**src/rtl/pc_unit_pkg.sv**
```systemverilog
// pc_defs: shared encodings for the program counter stage
package pc_defs;

    localparam logic [1:0] PC_SEQ  = 2'b00;
    localparam logic [1:0] PC_JUMP = 2'b01;
    localparam logic [1:0] PC_REG  = 2'b10;
    localparam logic [1:0] PC_RSVD = 2'b11;

    localparam logic [31:0] WORD = 32'd4;

    typedef enum logic [1:0] {S_RUN = 2'd0, S_STALL = 2'd1, S_FAULT = 2'd2} state_t;

endpackage

```
**src/rtl/pc_unit_if.sv**
```systemverilog
// pc_unit_if: parser controls in, PC and status out
interface pc_unit_if;

    logic        stall;
    logic [1:0]  pc_sel;
    logic        add_sel;
    logic        zero;
    logic [15:0] imm;
    logic [25:0] addr;
    logic [31:0] reg_target;
    logic [31:0] pc;
    logic [31:0] pc_plus4;
    logic        fault;
    logic [31:0] fault_pc;
    logic [31:0] retired;

    modport master (
        output stall, pc_sel, add_sel, zero, imm, addr, reg_target,
        input  pc, pc_plus4, fault, fault_pc, retired
    );

    modport slave (
        input  stall, pc_sel, add_sel, zero, imm, addr, reg_target,
        output pc, pc_plus4, fault, fault_pc, retired
    );

endinterface

```
**src/rtl/pc_unit_target_gen.sv**
```systemverilog
// pc_target_gen: next-PC target selection and legality check
module pc_target_gen
    import pc_defs::*;
#(
    parameter int IMEM_BYTES = 1024
) (
    input  logic [31:0] pc,
    input  logic [1:0]  pc_sel,
    input  logic        add_sel,
    input  logic        zero,
    input  logic [15:0] imm,
    input  logic [25:0] addr,
    input  logic [31:0] reg_target,
    output logic [31:0] target,
    output logic        illegal
);

    localparam logic [31:0] LAST_PC = 32'(IMEM_BYTES - 4);

    logic [31:0] pc_plus4;
    logic [31:0] offset;

    // reserved selector falls back to the sequential value; it traps anyway
    always_comb begin
        pc_plus4 = pc + WORD;
        offset   = (add_sel & zero) ? {{14{imm[15]}}, imm, 2'b00} : 32'd0;
        target   = pc_sel == PC_JUMP ? {pc_plus4[31:28], addr, 2'b00} :
                   pc_sel == PC_REG  ? reg_target : pc_plus4 + offset;
        illegal  = (pc_sel == PC_RSVD) | (|target[1:0]) | (target > LAST_PC);
    end

endmodule

```
**src/rtl/pc_unit.sv**
```systemverilog
// pc_unit: architectural PC register with stall, sticky fault trap and retire counter
module pc_unit
    import pc_defs::*;
#(
    parameter logic [31:0] RESET_VECTOR = 32'h0000_0000,
    parameter int          IMEM_BYTES   = 1024
) (
    input logic       clk,
    input logic       reset,
    pc_unit_if.slave  bus
);

    state_t      state_q, state_d;
    logic [31:0] pc_q, fault_pc_q, retired_q, target;
    logic        illegal, advance, trap;

    pc_target_gen #(.IMEM_BYTES(IMEM_BYTES)) u_target (
        .pc         (pc_q),
        .pc_sel     (bus.pc_sel),
        .add_sel    (bus.add_sel),
        .zero       (bus.zero),
        .imm        (bus.imm),
        .addr       (bus.addr),
        .reg_target (bus.reg_target),
        .target     (target),
        .illegal    (illegal)
    );

    // stall always wins over a trap; a stall release only returns to RUN
    always_comb begin
        state_d = state_q == S_FAULT ? S_FAULT :
                  bus.stall          ? S_STALL :
                  state_q == S_STALL ? S_RUN :
                  illegal            ? S_FAULT : S_RUN;
        advance = (state_q == S_RUN) & ~bus.stall & ~illegal;
        trap    = (state_q == S_RUN) & ~bus.stall & illegal;
    end

    // state, PC, fault capture and retire counter
    always_ff @(posedge clk or posedge reset) begin
        if (reset) begin
            state_q    <= S_RUN;
            pc_q       <= RESET_VECTOR;
            fault_pc_q <= '0;
            retired_q  <= '0;
        end else begin
            state_q <= state_d;
            if (advance) begin
                pc_q      <= target;
                retired_q <= retired_q + 32'd1;
            end
            if (trap)
                fault_pc_q <= target;
        end
    end

    assign bus.pc       = pc_q;
    assign bus.pc_plus4 = pc_q + WORD;
    assign bus.fault    = state_q == S_FAULT;
    assign bus.fault_pc = fault_pc_q;
    assign bus.retired  = retired_q;

endmodule

```
**src/flat_wrapper.sv**
```systemverilog
// flat-port wrapper written by rule: the top's interface ports become plain ports
module pc_unit_flat import pc_defs::*;
#(
    parameter logic [31:0] RESET_VECTOR = 32'h0000_0000,
    parameter int          IMEM_BYTES   = 1024
)
  (clk, reset, bus_stall, bus_pc_sel, bus_add_sel, bus_zero, bus_imm, bus_addr, bus_reg_target, bus_pc, bus_pc_plus4, bus_fault, bus_fault_pc, bus_retired);
  pc_unit_if bus_i ();
  input logic clk;
  input logic reset;
  input wire logic [$bits(bus_i.stall)-1:0] bus_stall;
  input wire logic [$bits(bus_i.pc_sel)-1:0] bus_pc_sel;
  input wire logic [$bits(bus_i.add_sel)-1:0] bus_add_sel;
  input wire logic [$bits(bus_i.zero)-1:0] bus_zero;
  input wire logic [$bits(bus_i.imm)-1:0] bus_imm;
  input wire logic [$bits(bus_i.addr)-1:0] bus_addr;
  input wire logic [$bits(bus_i.reg_target)-1:0] bus_reg_target;
  output wire logic [$bits(bus_i.pc)-1:0] bus_pc;
  output wire logic [$bits(bus_i.pc_plus4)-1:0] bus_pc_plus4;
  output wire logic [$bits(bus_i.fault)-1:0] bus_fault;
  output wire logic [$bits(bus_i.fault_pc)-1:0] bus_fault_pc;
  output wire logic [$bits(bus_i.retired)-1:0] bus_retired;
  assign bus_i.stall = bus_stall;
  assign bus_i.pc_sel = bus_pc_sel;
  assign bus_i.add_sel = bus_add_sel;
  assign bus_i.zero = bus_zero;
  assign bus_i.imm = bus_imm;
  assign bus_i.addr = bus_addr;
  assign bus_i.reg_target = bus_reg_target;
  assign bus_pc = bus_i.pc;
  assign bus_pc_plus4 = bus_i.pc_plus4;
  assign bus_fault = bus_i.fault;
  assign bus_fault_pc = bus_i.fault_pc;
  assign bus_retired = bus_i.retired;
  pc_unit #(.RESET_VECTOR(RESET_VECTOR), .IMEM_BYTES(IMEM_BYTES)) u_core (.clk(clk), .reset(reset), .bus(bus_i));
endmodule
```
**config.mk**
```make
export PLATFORM = sky130hd
export DESIGN_NAME = pc_unit_flat
export DESIGN_NICKNAME = d
export VERILOG_FILES = /design/src/rtl/pc_unit_pkg.sv /design/src/rtl/pc_unit_if.sv /design/src/rtl/pc_unit_target_gen.sv /design/src/rtl/pc_unit.sv /design/src/flat_wrapper.sv
export SDC_FILE = /design/constraint.sdc
export NUM_CORES = 1
export LEC_CHECK = 0
export BUFFER_PORTS_ARGS = -buffer_cell sky130_fd_sc_hd__buf_2
export CAP_MARGIN = 0
export CORE_MARGIN = 5
export CORE_UTILIZATION = 53
export DETAILED_ROUTE_END_ITERATION = 16
export GPL_ROUTABILITY_DRIVEN = 0
export PLACE_DENSITY = 0.86
export SETUP_SLACK_MARGIN = 0.1
export SKIP_CTS_REPAIR_TIMING = 1
export SKIP_LAST_GASP = 1
export SYNTH_ARGS = -nofsm -noshare
export SYNTH_HDL_FRONTEND = slang
export SYNTH_SLANG_ARGS = --single-unit
```
**constraint.sdc**
```tcl
create_clock -name clk -period 5.43 [get_ports clk]
set_input_delay 0.543 -clock clk [delete_from_list [all_inputs] [get_ports clk]]
set_output_delay 0.543 -clock clk [all_outputs]
set_load 0.005 [all_outputs]
```
# Yosys cells after proc, flatten, opt, wreduce, memory -nomap -nowiden
# Cells that the tools add are included.
[op_classes]
shift = 0
n_bitwise = 8
eq_ne = 5
mux = 7
n_lt_le_gt_ge = 1
n_reduce_logical = 2
n_div = 0
n_mul = 0
addsub = 3
[op_table]
columns = ["op", "n"]
rows = [
  ["32-bit two-way mux", 3],
  ["32-bit by 1-bit adder with 32-bit output, second input constant", 1],
  ["32-bit by 3-bit adder with 32-bit output, second input constant", 1],
  ["32-bit adder", 1],
  ["32-bit by 10-bit greater-than comparator with 1-bit output, second input constant", 1],
  ["2-bit two-way mux", 4],
  ["2-bit equality test, second input constant", 3],
  ["1-bit AND", 4],
  ["2-bit by 1-bit equality test with 1-bit output, second input constant", 2],
  ["2-bit zero test", 1],
  ["1-bit inverter", 2],
  ["1-bit OR", 2],
  ["2-bit OR reduction", 1],
]
[totals]
regBits = 98
mem_bits_ro = 0
mem_bits_rw = 0
in_bits = 81
latchBits = 0
output_inout_bits = 129
elab_cells = 30
n_memories = 0

# Depth between registers and ports, before layout
[depth]
word_depth = 12
mapped_depth = 22
depth_no_buf = 19

# Modules after synthesis
# A second synthesis with hierarchy kept.
[unflattened]
hier_cells = 824
area_unflattened_um2 = 7508.5
[modules_own_cells]
columns = ["module", "area_each_um2", "cells_per_inst", "n_inst", "seq_area_each_um2"]
rows = [
  ["pc_unit", 4511.8, 373, 1, 2452.4],
  ["pc_target_gen", 2996.6, 451, 1, 0.0],
]

# Worst setup path before layout
# OpenSTA, ideal clock, no wires.
[synth_timing]
path_type = "register to register"
startpoint = "reg u_core.pc_q[2] (netlist: u_core.bus.pc[2])"
endpoint = "reg u_core.pc_q[3] (netlist: u_core.bus.pc[3])"
setup_time_ns = 0.125
stages_incl_launch_ff = 20
t_required_ns = 5.305
arrival_time_ns = 4.607
n_path_buf = 3
synth_period_minus_slack_ns = 4.732
setup_slack_ns = 0.698
path_cell_list = "dfrtp_1 > ha_1 > nand3_1 > nor3_1 > and3_1 > xor2_1 > ha_1 > buf_2 > a21oi_1 > o21ai_0 > or4_1 > a221oi_2 > o22ai_1 > a2111oi_0 > and4_1 > nand4b_1 > nor2b_2 > buf_6 > buf_6 > mux2_2"
[synth_via]
elab_chain_cells = 8
[synth_rtl]
columns = ["element", "line", "text"]
rows = [
  ["from (decl)", "pc_unit.sv:14", "logic [31:0] pc_q, fault_pc_q, retired_q, target;"],
  ["from (signal assigned)", "pc_unit.sv:49", "pc_q <= target;"],
  ["32-bit by 3-bit adder with 32-bit output", "--", ""],
  ["net bus_pc_plus4[14]", "flat_wrapper.sv:19", "output wire logic [$bits(bus_i.pc_plus4)-1:0] bus_pc_plus4;"],
  ["32-bit adder", "pc_unit_target_gen.sv:28", "pc_sel == PC_REG ? reg_target : pc_plus4 + offset;"],
  ["32-bit two-way mux", "pc_unit_target_gen.sv:28", ""],
  ["32-bit two-way mux", "pc_unit_target_gen.sv:27", "target = pc_sel == PC_JUMP ? {pc_plus4[31:28], addr, 2'b00} :"],
  ["32-bit by 10-bit greater-than comparator with 1-bit output", "pc_unit_target_gen.sv:29", "illegal = (pc_sel == PC_RSVD) | (|target[1:0]) | (target > LAST_PC);"],
  ["1-bit OR", "pc_unit_target_gen.sv:29", ""],
  ["1-bit inverter", "pc_unit.sv:35", "advance = (state_q == S_RUN) & ~bus.stall & ~illegal;"],
  ["1-bit AND", "pc_unit.sv:35", ""],
]
# The timed path passes the listed nets, and every way through them passes these cells.
# A chain may end at the register's enable or synchronous reset.

# Final worst setup path
[layout_timing]
startpoint = "reg u_core.pc_q[2] (netlist: u_core.bus.pc[2])"
endpoint = "reg u_core.pc_q[5] (netlist: u_core.bus.pc[5])"
[layout_via]
elab_chain_cells = 8
[layout_rtl]
columns = ["element", "line", "text"]
rows = [
  ["32-bit by 3-bit adder with 32-bit output (*)", "pc_unit_target_gen.sv:25", "pc_plus4 = pc + WORD;"],
  ["32-bit adder", "pc_unit_target_gen.sv:28", ""],
  ["32-bit two-way mux", "pc_unit_target_gen.sv:28", ""],
  ["32-bit two-way mux (*)", "pc_unit_target_gen.sv:27", ""],
  ["32-bit by 10-bit greater-than comparator with 1-bit output", "pc_unit_target_gen.sv:29", ""],
  ["1-bit OR", "pc_unit_target_gen.sv:29", ""],
  ["1-bit inverter", "pc_unit.sv:35", ""],
  ["1-bit AND", "pc_unit.sv:35", ""],
]
# Every way passes the cells marked *; elsewhere a longest branch is shown, timed or not.

==> impl_metrics.yaml <==
outcome:
  run_status: "finished clean"
synthesis:
  synthesis.yosys.warnings: 0
  ys_ff_latch: 98
  synthesis.nets: 930
  dominantRegCellSynth: "dfrtp_1"
  synth.avg_cell_area_sq_um: 8.86
  seq_area_frac_synth: 0.339
  synth-async-reset-ratio: 1.00
  syn-instance-count: 817
  netlist-cell-type-count: 70
  number_of_synthesized_flops_with_an_enable_pin: 0
  synthesis.area_sq_um: 7240
drt:
  firstDrtPassIters: 5
  dr_total_vias: 7211
  route.final.wire_length_um: 22700
  ant_nets: 0
  drt-vias-per-instance: 6.06
  drt_iter0_drc: 872
  drc: 0
  wl_per_cell_um: 19.1
power_and_ir_drop:
  ir_drop_v: 0.000152
  total_power_mw: 2.00
  power_density_nw_per_um2: 227
  leakagePower_nw: 4.51
worst_setup_path:
  crit_arrival_ps: 5390
  r2r_setup_slack_ps: 280
  start_kind: "flop"
  cp_max_fo: 46
  setup.worst_path.class: "reg2reg"
  critPathCaptureType: "flop"
  cp.required_ps: 5670
cts:
  root_buffer: "clkbuf_16"
  cts_tree: "built"
  tritoncts.num_buffers: 9
  clkSinkCount: 98
  htreeDepth: 3
  maximum_number_of_buffers_from_clock_root_to_sink: 2
  clk_pin_slew_worst_paths_ps: 80
  clk_latency_ps: 360
cells_and_area:
  drive_gt1_frac: 0.298
  nFillCells: 1123
  final_design_area_no_fill_sq_um: 8830
  layout_commonest_cell: "buf_2"
  finish.utilization: 0.664
  finalNetCount: 1122
  antenna-diode-count: 0
  area.growth.synth_to_final_pct: 22.0
  final_cell_mix: "buf_2 (209), dfrtp_1 (98), nand2_1 (79)"
  post_layout_nonfiller_instances: 1190
timing:
  hold_viol: 0
  time_the_final_worst_path_needs_with_i_o_delays_and_setup_ps: 5150
  timing_worst_slew_pin_value_ps: 897
  skew_ps: 12.7
  finalWorstSetupSlack_ps: 285
  hold_ws_ps: 142
  setup_viol: 0
  setup_tns_ps: 0
  slew_viol_final: 0
  finalCritPeriodShare: 0.948
  peak_clock_frequency_supported_by_timing_mhz: 194
  max-slew-margin-rel: 0.402
place:
  cell_area_reported_after_detailed_placement_sq_um: 8420
  pre_cts_ws_ps: 52.3
  place_hpwl_um: 17600
  number_of_buffer_cells_added_on_primary_ports: 209
  placed_cells_incl_taps: 1173
job:
  max-cap-violations: 0
floorplanning:
  io_pins: 210
  vertical_die_dimension_um: 127
  die-width_um: 127
  core_sq_um: 13300
  rows: 42
  dieArea_sq_um: 16100
  initial_core_util: 0.544
global_routing:
  grt_pass1_vias: 6924
  grt_antenna_before_repair: 1
  global_route_wire_length_before_repair_um: 35900
  overflow: 0
  grt_max_degree: 73
  grt_usage: 0.276
hold_path:
  hp-class: "in2async"
[cell usage after synthesis, types with 11 or more instances]
| cell type | number | area [sq um] |
|---|---|---|
| xnor2_1 | 60 | 526 |
| and2_1 | 13 | 81.3 |
| dfrtp_1 | 98 | 2450 |
| clkbuf_1 | 27 | 101 |
| mux2i_1 | 11 | 110 |
| o22ai_1 | 13 | 81.3 |
| nor2_1 | 42 | 158 |
| nand3_1 | 37 | 185 |
| a21o_1 | 14 | 105 |
| ha_1 | 31 | 388 |
| mux2_2 | 30 | 338 |
| nor3_1 | 12 | 60.1 |
| o21ai_0 | 41 | 205 |
| nand4_1 | 28 | 175 |
| a21oi_1 | 47 | 235 |
| nand2_1 | 79 | 297 |
| xor2_1 | 14 | 123 |
| and3_1 | 34 | 213 |
| o211ai_1 | 11 | 82.6 |
| nor2b_1 | 30 | 188 |
| inv_1 | 18 | 67.6 |
[registers in the layout (all words and copies together), names as in the netlist]
register	count
u_core.bus.fault_pc	32
u_core.bus.pc	32
u_core.bus.retired	32
u_core.state_q	2
[layer usage]
metal,part of all wire,global-route usage
met2,0.47,0.444
met1,0.41,0.371
met4,0.017,0.0675
met3,0.11,0.0769
met5,0.00057,0
[worst max-delay path, stage by stage, from the launching register on]
cell       delay, ps
dfrtp_1          400
ha_1             210
nand3_1          200
nor3_2           190
buf_4            190
and3_1           170
xor2_1           220
ha_1             290
buf_4            170
nand4_1          150
nor2_1           130
or4_1            520
a221oi_2         310
o22ai_1          180
a2111oi_2        380
and4_1           260
nand4b_1         110
buf_4            180
nor2b_4          140
buf_12           230
mux2_2           370
[path summary, 6_finish.rpt]
check,from,endpoint,depth (start not counted)
worst max-delay path,u_core.bus.pc[2],u_core.bus.pc[5],20
worst min-delay path,reset,u_core.bus.retired[13],2
worst max register to register,u_core.bus.pc[2],u_core.bus.pc[5],20
worst min register to register,u_core.bus.retired[31],u_core.bus.retired[31],1
max in group asynchronous,reset,u_core.bus.fault_pc[12],3
min in group clk,bus_stall,u_core.state_q[0],3
[cells by family (layout without fill, tap and decap cells)]
logic type,after synthesis,count (layout),share of synthesized area
adder cells (fa/ha/maj),32,32,0.0564
buffers and inverters,62,259,0.0408
XOR/XNOR,75,75,0.0918
AO/OA/AOI/OAI,199,199,0.187
multiplexers,41,41,0.0619
AND/OR/NAND/NOR,310,310,0.223
flip-flops,98,98,0.339
[cell type report]
type                            instances  area (sq um)  area share
Multi-Input combinational cell        657          4590       0.520
Sequential cell                        98          2450       0.278
Timing Repair Buffer                  225          1190       0.135
Clock buffer                            9           225      0.0255
Tap cell                              176           220      0.0250
Clock inverter                          7          81.3     0.00921
Inverter                               18          70.1     0.00794
[report_power, final]
group	internal (mW)	switching [mW]	total, mW
sequential	0.842	0.0604	0.902
combinational	0.225	0.230	0.455
clock	0.328	0.318	0.647
total	1.39	0.609	2.00
Power figures use the tool's default switching activity.
